$ cat src/rtl/proc_clock_ctrl_if.sv
// Signal bundle between the processor clock controller and its board/processor side.
// master = board/processor side that drives the controls; slave = the controller.
interface proc_clock_ctrl_if #(
  parameter int CNT_W = 16
);
  logic             clk_1Hz;
  logic             key_step;
  logic [1:0]       sw_mode;
  logic             halt_req;
  logic             cpu_en;
  logic             running;
  logic             stopped;
  logic [CNT_W-1:0] step_count;
  logic [2:0]       dbg_state;

  // cpu_en is a one-cycle strobe with no backpressure: the processor must take a
  // step on every clk_50MHz cycle where it is high. dbg_state encodes the FSM as
  // 0 IDLE, 1 STEP, 2 SLOW_RUN, 3 FAST_RUN, 4 CPU_STOP.
  modport master (
    output clk_1Hz, key_step, sw_mode, halt_req,
    input  cpu_en, running, stopped, step_count, dbg_state
  );

  modport slave (
    input  clk_1Hz, key_step, sw_mode, halt_req,
    output cpu_en, running, stopped, step_count, dbg_state
  );
endinterface

$ cat src/rtl/proc_clock_ctrl.sv
// Processor step-enable generator: halt / single-step / 1 Hz / full-speed modes.
// Optional `STEP_COUNTER_EN` adds the cpu_en pulse counter on step_count.
module proc_clock_ctrl #(
  parameter int DEBOUNCE_CYCLES = 1000000,
  parameter int CNT_W           = 16
) (
  input  logic                clk_50MHz,
  input  logic                reset,
  proc_clock_ctrl_if.slave    bus
);

  typedef enum logic [2:0] {
    IDLE     = 3'd0,
    STEP     = 3'd1,
    SLOW_RUN = 3'd2,
    FAST_RUN = 3'd3,
    CPU_STOP = 3'd4
  } state_e;

  localparam int            DB_W    = (DEBOUNCE_CYCLES > 1) ? $clog2(DEBOUNCE_CYCLES) : 1;
  localparam logic [DB_W-1:0] DB_LAST = DB_W'(DEBOUNCE_CYCLES - 1);

  logic            hz_s1_q, hz_s2_q, hz_s3_q;
  logic            key_s1_q, key_s2_q;
  logic            key_db_q, key_db_d;
  logic            key_db_prev_q;
  logic [DB_W-1:0] db_cnt_q, db_cnt_d;
  logic [1:0]      mode_s1_q, mode_s2_q;
  state_e          state_q, state_d;
  logic            cpu_en_q, cpu_en_d;
  logic            running_q, running_d;
  logic            stopped_q, stopped_d;
  logic            tick;
  logic            press;

  // Synchronizers, debouncer and edge register.
  always_ff @(posedge clk_50MHz or negedge reset) begin
    if (!reset) begin
      hz_s1_q       <= 1'b0;
      hz_s2_q       <= 1'b0;
      hz_s3_q       <= 1'b0;
      key_s1_q      <= 1'b0;
      key_s2_q      <= 1'b0;
      key_db_q      <= 1'b1;
      key_db_prev_q <= 1'b0;
      db_cnt_q      <= '0;
      mode_s1_q     <= 2'b00;
      mode_s2_q     <= 2'b00;
    end else begin
      hz_s1_q       <= bus.clk_1Hz;
      hz_s2_q       <= hz_s1_q;
      hz_s3_q       <= hz_s2_q;
      key_s1_q      <= bus.key_step;
      key_s2_q      <= key_s1_q;
      key_db_q      <= key_db_d;
      key_db_prev_q <= key_db_q;
      db_cnt_q      <= db_cnt_d;
      mode_s1_q     <= bus.sw_mode;
      mode_s2_q     <= mode_s1_q;
    end
  end

  // The debounced key only moves after DEBOUNCE_CYCLES consecutive differing samples.
  always_comb begin
    key_db_d = key_db_q;
    db_cnt_d = '0;
    if (key_s2_q != key_db_q) begin
      if (db_cnt_q == DB_LAST) begin
        key_db_d = key_s2_q;
      end else begin
        db_cnt_d = db_cnt_q + DB_W'(1);
      end
    end
  end

  assign tick  = hz_s2_q & ~hz_s3_q;
  assign press = key_db_prev_q & ~key_db_q;

  function automatic state_e mode_state(input logic [1:0] m);
    case (m)
      2'b01:   return STEP;
      2'b10:   return SLOW_RUN;
      2'b11:   return FAST_RUN;
      default: return IDLE;
    endcase
  endfunction

  always_ff @(posedge clk_50MHz or negedge reset) begin
    if (!reset) begin
      state_q   <= IDLE;
      cpu_en_q  <= 1'b0;
      running_q <= 1'b0;
      stopped_q <= 1'b0;
    end else begin
      state_q   <= state_d;
      cpu_en_q  <= cpu_en_d;
      running_q <= running_d;
      stopped_q <= stopped_d;
    end
  end

  // A mode change always wins over a same-cycle press or tick, so those are dropped.
  always_comb begin
    state_d  = state_q;
    cpu_en_d = 1'b0;
    if (state_q != IDLE && mode_s2_q == 2'b00) begin
      state_d = IDLE;
    end else if (bus.halt_req &&
                 (state_q == STEP || state_q == SLOW_RUN || state_q == FAST_RUN)) begin
      state_d = CPU_STOP;
    end else begin
      case (state_q)
        IDLE: state_d = mode_state(mode_s2_q);
        STEP: begin
          if (mode_s2_q != 2'b01) state_d = mode_state(mode_s2_q);
          else                    cpu_en_d = press;
        end
        SLOW_RUN: begin
          if (mode_s2_q != 2'b10) state_d = mode_state(mode_s2_q);
          else                    cpu_en_d = tick;
        end
        FAST_RUN: begin
          if (mode_s2_q != 2'b11) state_d = mode_state(mode_s2_q);
          else                    cpu_en_d = 1'b1;
        end
        CPU_STOP: state_d = CPU_STOP;
        default:  state_d = IDLE;
      endcase
    end
    running_d = (state_d == SLOW_RUN) || (state_d == FAST_RUN);
    stopped_d = (state_d == CPU_STOP);
  end

  assign bus.cpu_en    = cpu_en_q;
  assign bus.running   = running_q;
  assign bus.stopped   = stopped_q;
  assign bus.dbg_state = state_q;

`ifdef STEP_COUNTER_EN
  logic [CNT_W-1:0] step_cnt_q;

  always_ff @(posedge clk_50MHz or negedge reset) begin
    if (!reset) begin
      step_cnt_q <= '0;
    end else if (cpu_en_q) begin
      step_cnt_q <= step_cnt_q + CNT_W'(1);
    end
  end

  assign bus.step_count = step_cnt_q;
`else
  assign bus.step_count = '0;
`endif

endmodule

$ cat src/flat_wrapper.sv
// flat-port wrapper written by rule: the top's interface ports become plain ports
module proc_clock_ctrl_flat 
#(
  parameter int DEBOUNCE_CYCLES = 1000000,
  parameter int CNT_W           = 16
)
  (clk_50MHz, reset, bus_clk_1Hz, bus_key_step, bus_sw_mode, bus_halt_req, bus_cpu_en, bus_running, bus_stopped, bus_step_count, bus_dbg_state);
  proc_clock_ctrl_if #(.CNT_W(CNT_W)) bus_i ();
  input  logic clk_50MHz;
  input  logic reset;
  input wire logic [$bits(bus_i.clk_1Hz)-1:0] bus_clk_1Hz;
  input wire logic [$bits(bus_i.key_step)-1:0] bus_key_step;
  input wire logic [$bits(bus_i.sw_mode)-1:0] bus_sw_mode;
  input wire logic [$bits(bus_i.halt_req)-1:0] bus_halt_req;
  output wire logic [$bits(bus_i.cpu_en)-1:0] bus_cpu_en;
  output wire logic [$bits(bus_i.running)-1:0] bus_running;
  output wire logic [$bits(bus_i.stopped)-1:0] bus_stopped;
  output wire logic [$bits(bus_i.step_count)-1:0] bus_step_count;
  output wire logic [$bits(bus_i.dbg_state)-1:0] bus_dbg_state;
  assign bus_i.clk_1Hz = bus_clk_1Hz;
  assign bus_i.key_step = bus_key_step;
  assign bus_i.sw_mode = bus_sw_mode;
  assign bus_i.halt_req = bus_halt_req;
  assign bus_cpu_en = bus_i.cpu_en;
  assign bus_running = bus_i.running;
  assign bus_stopped = bus_i.stopped;
  assign bus_step_count = bus_i.step_count;
  assign bus_dbg_state = bus_i.dbg_state;
  proc_clock_ctrl #(.DEBOUNCE_CYCLES(DEBOUNCE_CYCLES), .CNT_W(CNT_W)) u_core (.clk_50MHz(clk_50MHz), .reset(reset), .bus(bus_i));
endmodule
$ cat config.mk
export PLATFORM = sky130hd
export DESIGN_NAME = proc_clock_ctrl_flat
export DESIGN_NICKNAME = d
export VERILOG_FILES = /design/src/rtl/proc_clock_ctrl_if.sv /design/src/rtl/proc_clock_ctrl.sv /design/src/flat_wrapper.sv
export SDC_FILE = /design/constraint.sdc
export NUM_CORES = 1
export LEC_CHECK = 0
export ABC_AREA = 1
export CAP_MARGIN = 40
export CELL_PAD_IN_SITES_DETAIL_PLACEMENT = 0
export CELL_PAD_IN_SITES_GLOBAL_PLACEMENT = 1
export CORE_MARGIN = 5
export CORE_UTILIZATION = 30
export DETAILED_ROUTE_END_ITERATION = 10
export PLACE_DENSITY_LB_ADDON = 0.25
export SYNTH_ARGS = -nofsm -noshare
export SYNTH_HDL_FRONTEND = slang
export SYNTH_SLANG_ARGS = --single-unit
$ cat constraint.sdc
create_clock -name clk_50MHz -period 2.1 [get_ports clk_50MHz]
set_clock_uncertainty 0.1 [all_clocks]
set_input_delay 0.42 -clock clk_50MHz [delete_from_list [all_inputs] [get_ports clk_50MHz]]
set_output_delay 0.42 -clock clk_50MHz [all_outputs]
set_load 0.02 [all_outputs]
==> results.cfg <==
[status]
status = finished, final reports clean

[global_routing]
grt_pass1_vias = 1165
grt_overflow = 0
grt_util_all_layers_pct = 9.84
grt_first_pass_wirelength_mm = 5.73
antenna_found_initial = 0
grt_max_degree = 38

[sta]
rsz0062_at_grt = false
finalSetupViolCount = 0
setup_tns_ns = 0
hold_slack_ns = 0.0645
fmax_mhz = 541
finalCriticalPeriod_ns = 1.85
period_share_pct = 88.0
hold_viol_final = 0
finalMaxSlewViolations = 0

[worst_setup_path]
worstSetupPathDepth = 1
crit_start = u_core.bus.dbg_state[2]
worst-path-buf-inv = 1
critPathCaptureType = output pin
rrSetupSlack_ns = 0.45
critPathKind = reg -> out
critPathCapture = bus_dbg_state[2]
r2r_cells = 8
critPathArrivalTime_ns = 1.33
critPathLaunchType = register
r2r-end = u_core.db_cnt_q[19]
crit_required_ns = 1.58
worstReg2RegStart = u_core.db_cnt_q[0]
path_cells = clkdlybuf4s50_1
crit_fanout = 5
cpMaxStageDelayCell = clkdlybuf4s50_1
path_delay_family = buffers and inverters
slowest_delay_ns = 0.62

[drt]
drc = 0
drt_iter0_drc = 64
finalWirelength_mm = 3.30
wl_per_cell_um = 11.2
via_per_inst = 4.07
via_count = 1198
ant_nets = 0
first_pass_iters = 4

[cts]
clkLatencyLatePin_ns = 0.29
cts_tree = yes
cts.sinks = 37
cts_resized = 0
ctsLongestPathBuffers = 2
cts_hold_buf = 0
numCtsBuffers = 5
cts-root-buf = clkbuf_8
cts_max_level = 2
postCtsSetupRepairBufs = 0
path_clk_slew_ns = 0.08

[logic_synthesis]
synthTopCellsByArea = dfrtp_1 (50%), nor2_1 (8.4%), buf_4 (6.7%)
synthFlopType = dfrtp_1
synth-seq-area-share_pct = 51.6
postSynthAreaPerCell_um2 = 9.04
ys_types = 28
synth-seq-cells = 37
yosysTopAreaCellShare_pct = 50.1
synth_edf_count = 0
synth_area_um2 = 1800
async_flop_share_pct = 100
syn_inst = 199
synth_warnings = 0
synth.largest_area_cell = dfrtp_1

[layout]
fillers = 617
regArea_um2 = 927
area_growth_pct = 14.7
drive_gt1_share_pct = 12.8
diodes = 0
layout.nets = 226
final_common_cell = nor2_1
multi_input_area_um2 = 713
final_cell_mix = nor2_1 (40), dfrtp_1 (36), nand2_1 (30)

[placed_design]
hpwl_mm = 2.52
gp_congestion = 0.718
port_buffers = 12

[pwr]
p_leak_nw = 0.916
cellPowerDensity_nw_per_um2 = 815
ir_drop_mv = 0.352

[floorplan]
die_area_um2 = 7640
core-area_um2 = 5890
die_w_um = 87.4
initial_core_util_pct = 30.5
die_h_um = 87.4
rows = 28
ioPinCount = 29

[min_path]
hold_path.class = in -> async

[run]
maxCapViolCount = 0
state kept, by name (all words and copies together) (netlist names):
register / flops
u_core.db_cnt_q: 20
u_core.mode_s1_q: 2
u_core.key_db_q: 1
u_core.bus.cpu_en: 1
u_core.key_db_prev_q: 1
u_core.key_s1_q: 1
u_core.bus.running: 1
u_core.mode_s2_q: 2
u_core.bus.dbg_state: 3
u_core.key_s2_q: 1
u_core.hz_s2_q: 1
u_core.hz_s1_q: 1
u_core.hz_s3_q: 1
u_core.bus.stopped: 1
final cells by class:
type,instances,area share (%)
Clock inverter,3,2.25
Inverter,22,4.00
Multi-Input combinational cell,138,34.6
Timing Repair Buffer,14,6.31
Tap cell,75,4.55
Clock buffer,5,3.34
Sequential cell,37,45.0
kinds of logic (layout without fill, tap and decap cells):
kind of cell	Yosys count	after routing	share of synthesized area (%)
AO/OA/AOI/OAI	10	10	3.90
XOR/XNOR	11	11	5.36
adder cells (fa/ha/maj)	1	1	0.696
buffers and inverters	39	44	11.9
flip-flops	37	37	51.6
other	1	16	0.209
AND/OR/NAND/NOR	100	100	26.4
cell usage after synthesis (2+ instances only):
cell type and count:
nor2_1 40, dfrtp_1 36, nand2_1 30, inv_1 21
buf_4 16, nand3_1 8, xor2_1 7, xnor2_1 4
a21oi_1 3, a221oi_1 3, nand2_2 3, nand4_1 3
nor2_2 3, nor2_4 3, nor3_1 3, nand3_2 2
nand3b_1 2, nor3_2 2
metal layers:
layer  GRT usage [%]  share of wire [%]
met5               0                  0
met4            4.60                1.8
met3            2.55                5.3
met2            13.8                 44
met1            14.0                 49
where the power goes:
part           total [W]  internal (W)  switching, W
combinational   0.000272      0.000108      0.000164
clock           0.000614      0.000355      0.000258
sequential      0.000794      0.000764     0.0000309
worst min path at each step:
stage,endpoint,cells after the start
2_1_floorplan,u_core.bus.cpu_en,0
3_3_place_gp,u_core.hz_s2_q,0
3_5_place_dp,u_core.mode_s2_q[1],0
4_1_cts,u_core.bus.dbg_state[1],2
5_1_grt,u_core.bus.dbg_state[1],2
6_report,u_core.bus.dbg_state[1],2
stage by stage:
| step | utilization [%] | instance area (µm²) | instances | power [W] | setup WS [ns] |
|---|---|---|---|---|---|
| after floorplan | - | 1850 | 214 | 0.000982 | 0.683 |
| after global placement | 33.1 | 1950 | 286 | 0.00108 | 0.464 |
| after detailed placement | 33.1 | 1950 | 286 | 0.00109 | 0.422 |
| after CTS | 35.0 | 2060 | 294 | 0.00171 | 0.236 |
| after global routing | 35.0 | 2060 | 294 | 0.00176 | 0.206 |
| final | 35.0 | 2060 | 294 | 0.00168 | 0.252 |
Power figures use the tool's default switching activity.
==> edit 1 (config.mk and constraints unchanged) <==
`DEBOUNCE_CYCLES` is set to 1000000 in 2 places; all go to 2000000.
--- a/src/rtl/proc_clock_ctrl.sv
+++ b/src/rtl/proc_clock_ctrl.sv
@@ -1,7 +1,7 @@
 // Processor step-enable generator: halt / single-step / 1 Hz / full-speed modes.
 // Optional `STEP_COUNTER_EN` adds the cpu_en pulse counter on step_count.
 module proc_clock_ctrl #(
-  parameter int DEBOUNCE_CYCLES = 1000000,
+  parameter int DEBOUNCE_CYCLES = 2000000,
   parameter int CNT_W           = 16
 ) (
   input  logic                clk_50MHz,
--- a/src/flat_wrapper.sv
+++ b/src/flat_wrapper.sv
@@ -1,7 +1,7 @@
 // flat-port wrapper written by rule: the top's interface ports become plain ports
 module proc_clock_ctrl_flat 
 #(
-  parameter int DEBOUNCE_CYCLES = 1000000,
+  parameter int DEBOUNCE_CYCLES = 2000000,
   parameter int CNT_W           = 16
 )
   (clk_50MHz, reset, bus_clk_1Hz, bus_key_step, bus_sw_mode, bus_halt_req, bus_cpu_en, bus_running, bus_stopped, bus_step_count, bus_dbg_state);
Formal check against the unedited RTL: no difference found for any inputs over 10 cycles, from zero or initial values and one cycle with reset low; that may be too few to reach the edited logic, so the function may still have changed.
==> edit 1 against the unedited design <==
  * Sequential cell count up 1
  * Combinational power barely moved
  * Largest cell class unchanged
  * Worst setup slack got worse by 2.6 ps
  * Count of clock-buffer cells in the layout is the same
  * Synthesized area increased by 8.7%
  * First-iteration DRC count increased by 36%
  * Power is 9.5% higher
  * Critical endpoint unchanged
  * Maximum frequency decreased by 0.14%
  * Synthesized cell count rose by 19%
  * Routed wire length rose by 19%
  * Final area is 9.0% higher
==> edit 1: results (changes against the unedited design) <==
[synth]
yosys-top-cells-area=dfrtp_1, nor2_1, nand2_1, buf_4, inv_1
ys_warn_count=0  ; unchanged
synth_flop_cell=dfrtp_1
synth_common_cells=nor2_1, nand2_1, dfrtp_1
yosysSeqAreaShare_pct=48.7  ; -2.8 points
synth_cells=237  ; +19%
synthArstFlopShare_pct=100  ; unchanged

[grt]
grt_pass1_vias=1414  ; +21%
grt_use_met3_pct=2.25  ; -0.30 points
use_met1_pct=13.6  ; -0.41 points
grt_util_met2_pct=16.6  ; +2.8 points
grt_pass1_wl_microns=6910  ; +21%
grt_max_degree=39  ; +2.6%
antenna_found_initial=0  ; unchanged
track_usage_pct=10.4  ; +0.53 points

[setup_path]
critical_path_arrival_ps=1330  ; about the same
critPathSlowestCell=clkdlybuf4s50_1
crit_family=buffers and inverters
path_max_fanout=5  ; unchanged
slowest_delay_ps=630

[placement]
buffer_ports.inserted=12  ; unchanged
gp_congestion=0.786  ; +9.6%
postPlaceCellArea_sq_um=2110  ; +8.4%
place_ws_ps=381  ; -40.8 ps
dp.cells=326  ; +14%
dp_hpwl_microns=3020  ; +20%

[cells_and_area]
drive_gt1_share_pct=12.1  ; -0.72 points
fillCellCount=673  ; +9.1%
largest_reg_flops=21  ; +5.0%
nNetsFinal=264  ; +17%
n_antenna_cell=0  ; unchanged

[routing]
drt_iter0_drc=87  ; +36%
finalWirelength_microns=3950  ; +19%
avgRoutedWirePerCell_microns=11.8  ; +5.2%
vias_per_cell=4.35  ; +6.7%
drtPass1Iterations=4  ; unchanged

[clock_network]
cts.reportedPaths.clkPinSlew_ps=80  ; about the same
clk_latency_ps=290  ; about the same
clock_path_buffers=2  ; unchanged
post_cts_buffers=0  ; unchanged
post_cts_resized=0  ; unchanged
numCtsBuffers=5  ; unchanged
h-tree-depth=2  ; unchanged

[min_path]
hp-class=input pin to async pin

[power_and_ir_drop]
p_leak_uw=0.000955  ; +4.2%
vdd_drop_max_mv=0.324  ; -8.1%

[timing]
worst_slew_pin_slew_ps=551
setup_ws_ps=250  ; -2.59 ps

[run_status]
outcome=finished, final reports clean

[edit 1: cell count changes after synthesis, moves of 2 or more]
cell and delta:
inv_1 +3, xor2_1 -3, nand2_1 +17, inv_2 +2, nor3_1 +3, nor2_1 +13
nand3_1 -2
[edit 1: metal layers]
metal	vias up	wire length [microns]
met5	-	0
met4	0	55
met3	6	141
met2	23	1910
met1	682	1840
li1	741	-
[edit 1: worst paths after layout]
kind / start / end / slack, ps
min in group clk_50MHz: u_core.mode_s1_q[0] / u_core.mode_s2_q[0] / 250
worst min-delay path: reset / u_core.db_cnt_q[16] / 60
worst max register to register: u_core.db_cnt_q[0] / u_core.db_cnt_q[15] / 410
max in group asynchronous: reset / u_core.key_db_q / 1480
worst max-delay path: u_core.bus.dbg_state[2] / bus_dbg_state[2] / 250
worst min register to register: u_core.mode_s1_q[0] / u_core.mode_s2_q[0] / 250
[edit 1: final cells by class]
class	count	area, sq um	share of cell area, %
well taps	77	96.3	4.29
clock inverters	3	68.8	3.06
repair buffers	13	123	5.46
clock buffers	5	68.8	3.06
flip-flops and latches	38	952	42.4
multi-input cells	171	837	37.2
inverters	27	101	4.51
[edit 1: where the power goes]
group          internal [uW]  switching (uW)
logic                    106             166
registers                782            33.2
clock network            476             276
[edit 1: cell families after synthesis]
logic type                 Yosys count  synth area share (%)
and+or+nand+nor                    134                  31.3
buffers and inverters               43                  11.3
DFF                                 38                  48.7
AOI/OAI and AO/OA                   12                  3.84
xor gates and xnor gates             8                  3.97
adders and majority gates            1                 0.640
other                                1                 0.192
==> edit 2 (same flow settings) <==
Without the edit above. The option `STEP_COUNTER_EN` is turned on by a define.
--- a/src/rtl/proc_clock_ctrl.sv
+++ b/src/rtl/proc_clock_ctrl.sv
@@ -1,5 +1,7 @@
 // Processor step-enable generator: halt / single-step / 1 Hz / full-speed modes.
 // Optional `STEP_COUNTER_EN` adds the cpu_en pulse counter on step_count.
+`define STEP_COUNTER_EN
+
 module proc_clock_ctrl #(
   parameter int DEBOUNCE_CYCLES = 1000000,
   parameter int CNT_W           = 16
Behaviour: not the same (Yosys sat finds a counterexample within 10 cycles, from zero or initial values and one cycle with reset low).
==> edit 2 against the unedited design <==
  * The run now ends with hold timing left
  * Combinational power increased by 48%
  * Power increased by 30%
  * Via count increased by 43%
  * Global-route usage increased by 0.059 points
  * Sequential cell count increased by 16
  * Worst setup slack got worse by 140 ps
  * Synthesized area increased by 38%
  * Final area increased by 46%
  * Routed wire length increased by 38%
  * Critical endpoint is now bus_cpu_en
==> edit 2: results (changes against the unedited design) <==
[power_and_ir_drop]
p_leak_uw=0.00136  ; +48%
p_switching_uw=630  ; +39%
vdd_drop_max_mv=0.275  ; -22%

[setup_path]
slowest_delay_ps=660  ; +40 ps
crit_start=u_core.bus.cpu_en
critPathSlowestCell=clkdlybuf4s50_1
path_max_fanout=7  ; +2
critical_path_arrival_ps=1460  ; +130 ps

[placement]
gp_congestion=0.792  ; +10%
dp_hpwl_microns=3300  ; +31%
buffer_ports.inserted=28  ; +16

[synth]
synthesis.nets=271
ys_warn_count=0  ; unchanged
synth_common_cells=dfrtp_1, nand2_1, nor2_1
yosysSeqAreaShare_pct=53.5  ; +2.0 points
synth_cell_types=29  ; +3.6%
yosys-top-cells-area=dfrtp_1, nand2_1, nor2_1, inv_1, xor2_1

[clock_network]
clk_latency_ps=300
numCtsBuffers=5  ; unchanged
root_buffer=clkbuf_8
post_cts_buffers=0  ; unchanged
clock_path_buffers=2  ; unchanged
cts.reportedPaths.clkPinSlew_ps=100  ; +20 ps
h-tree-depth=2  ; unchanged

[cells_and_area]
drive_gt1_share_pct=12.4  ; -0.41 points
nNetsFinal=307  ; +36%

[run_status]
outcome=complete, but fails checks
violations=hold timing

[routing]
wl_met1_microns=2160  ; +35%
met3WireLength_microns=198  ; +14%
drtPass1Iterations=4  ; unchanged
drt_iter0_drc=43  ; -33%
avgRoutedWirePerCell_microns=11.3  ; +0.48%
wl_met2_microns=2130  ; +46%
vias=1717  ; +43%

[grt]
grt_pass1_wl_microns=8000  ; +40%
grt_max_degree=54  ; +42%
track_usage_pct=9.90  ; +0.059 points

[timing]
hold_ws_ps=-0.786  ; -65.3 ps
hold_viol=2  ; +2

## edit 2: cell types whose count changed after synthesis, moves of 3 or more
cell	change
nor2_4	+3
nand3b_1	+3
dfrtp_1	+16
buf_4	-16
nor3_1	+6
xnor2_1	+5
nand2_1	+19
inv_1	+11
nor2_1	-3
xor2_1	+6
## edit 2: cell families after synthesis
family | synth area share, %
simple gates | 29.0
flops | 53.5
buf+inv | 5.10
xor+xnor | 7.77
compound gates | 3.18
fa+ha+maj | 1.01
mux | 0.454
## edit 2: final timing paths
kind                                  endpoint  cells after the start  slack (ps)
min in group clk_50MHz     u_core.mode_s2_q[1]                      0         250
max                                 bus_cpu_en                      1         120
min reg2reg                u_core.mode_s2_q[1]                      0         250
max in group asynchronous      u_core.key_db_q                      2        1630
max reg2reg                u_core.db_cnt_q[19]                      8         530
min                         u_core.db_cnt_q[1]                      2        -0.8
## edit 2: power groups by stage
stage                     clock [uW]  sequential (uW)  combinational, uW
after floorplan                    0             1270                133
after global routing             679             1190                440
after CTS                        645             1180                411
after global placement             0             1200                409
after detailed placement           0             1200                408
final                            606             1180                403
## edit 2: layout make-up
type	instances	area, sq um
clock inverters	2	13.8
clock buffers	6	82.6
flip-flops and latches	53	1330
inverters	33	126
multi-input cells	176	1030
well taps	105	131
fillers	842	5130
repair buffers	29	295
## edit 2: through the flow
step                      area, sq um  setup slack (ps)  std cells  total power (uW)  hold WS [ps]
after floorplan                  2480               529        262              1400          24.4
after global placement           2910               465        396              1610           235
after detailed placement         2910               453        396              1610           237
after CTS                        3000              98.4        404              2240         0.417
after global routing             3000              68.5        404              2310          20.8
final                            3000               117        404              2190        -0.786
## edit 2: metal layers
metal,up-vias,track usage (%)
li1,887,-
met1,801,12.9
met2,24,15.5
met3,5,2.77
met4,0,3.78
met5,-,0
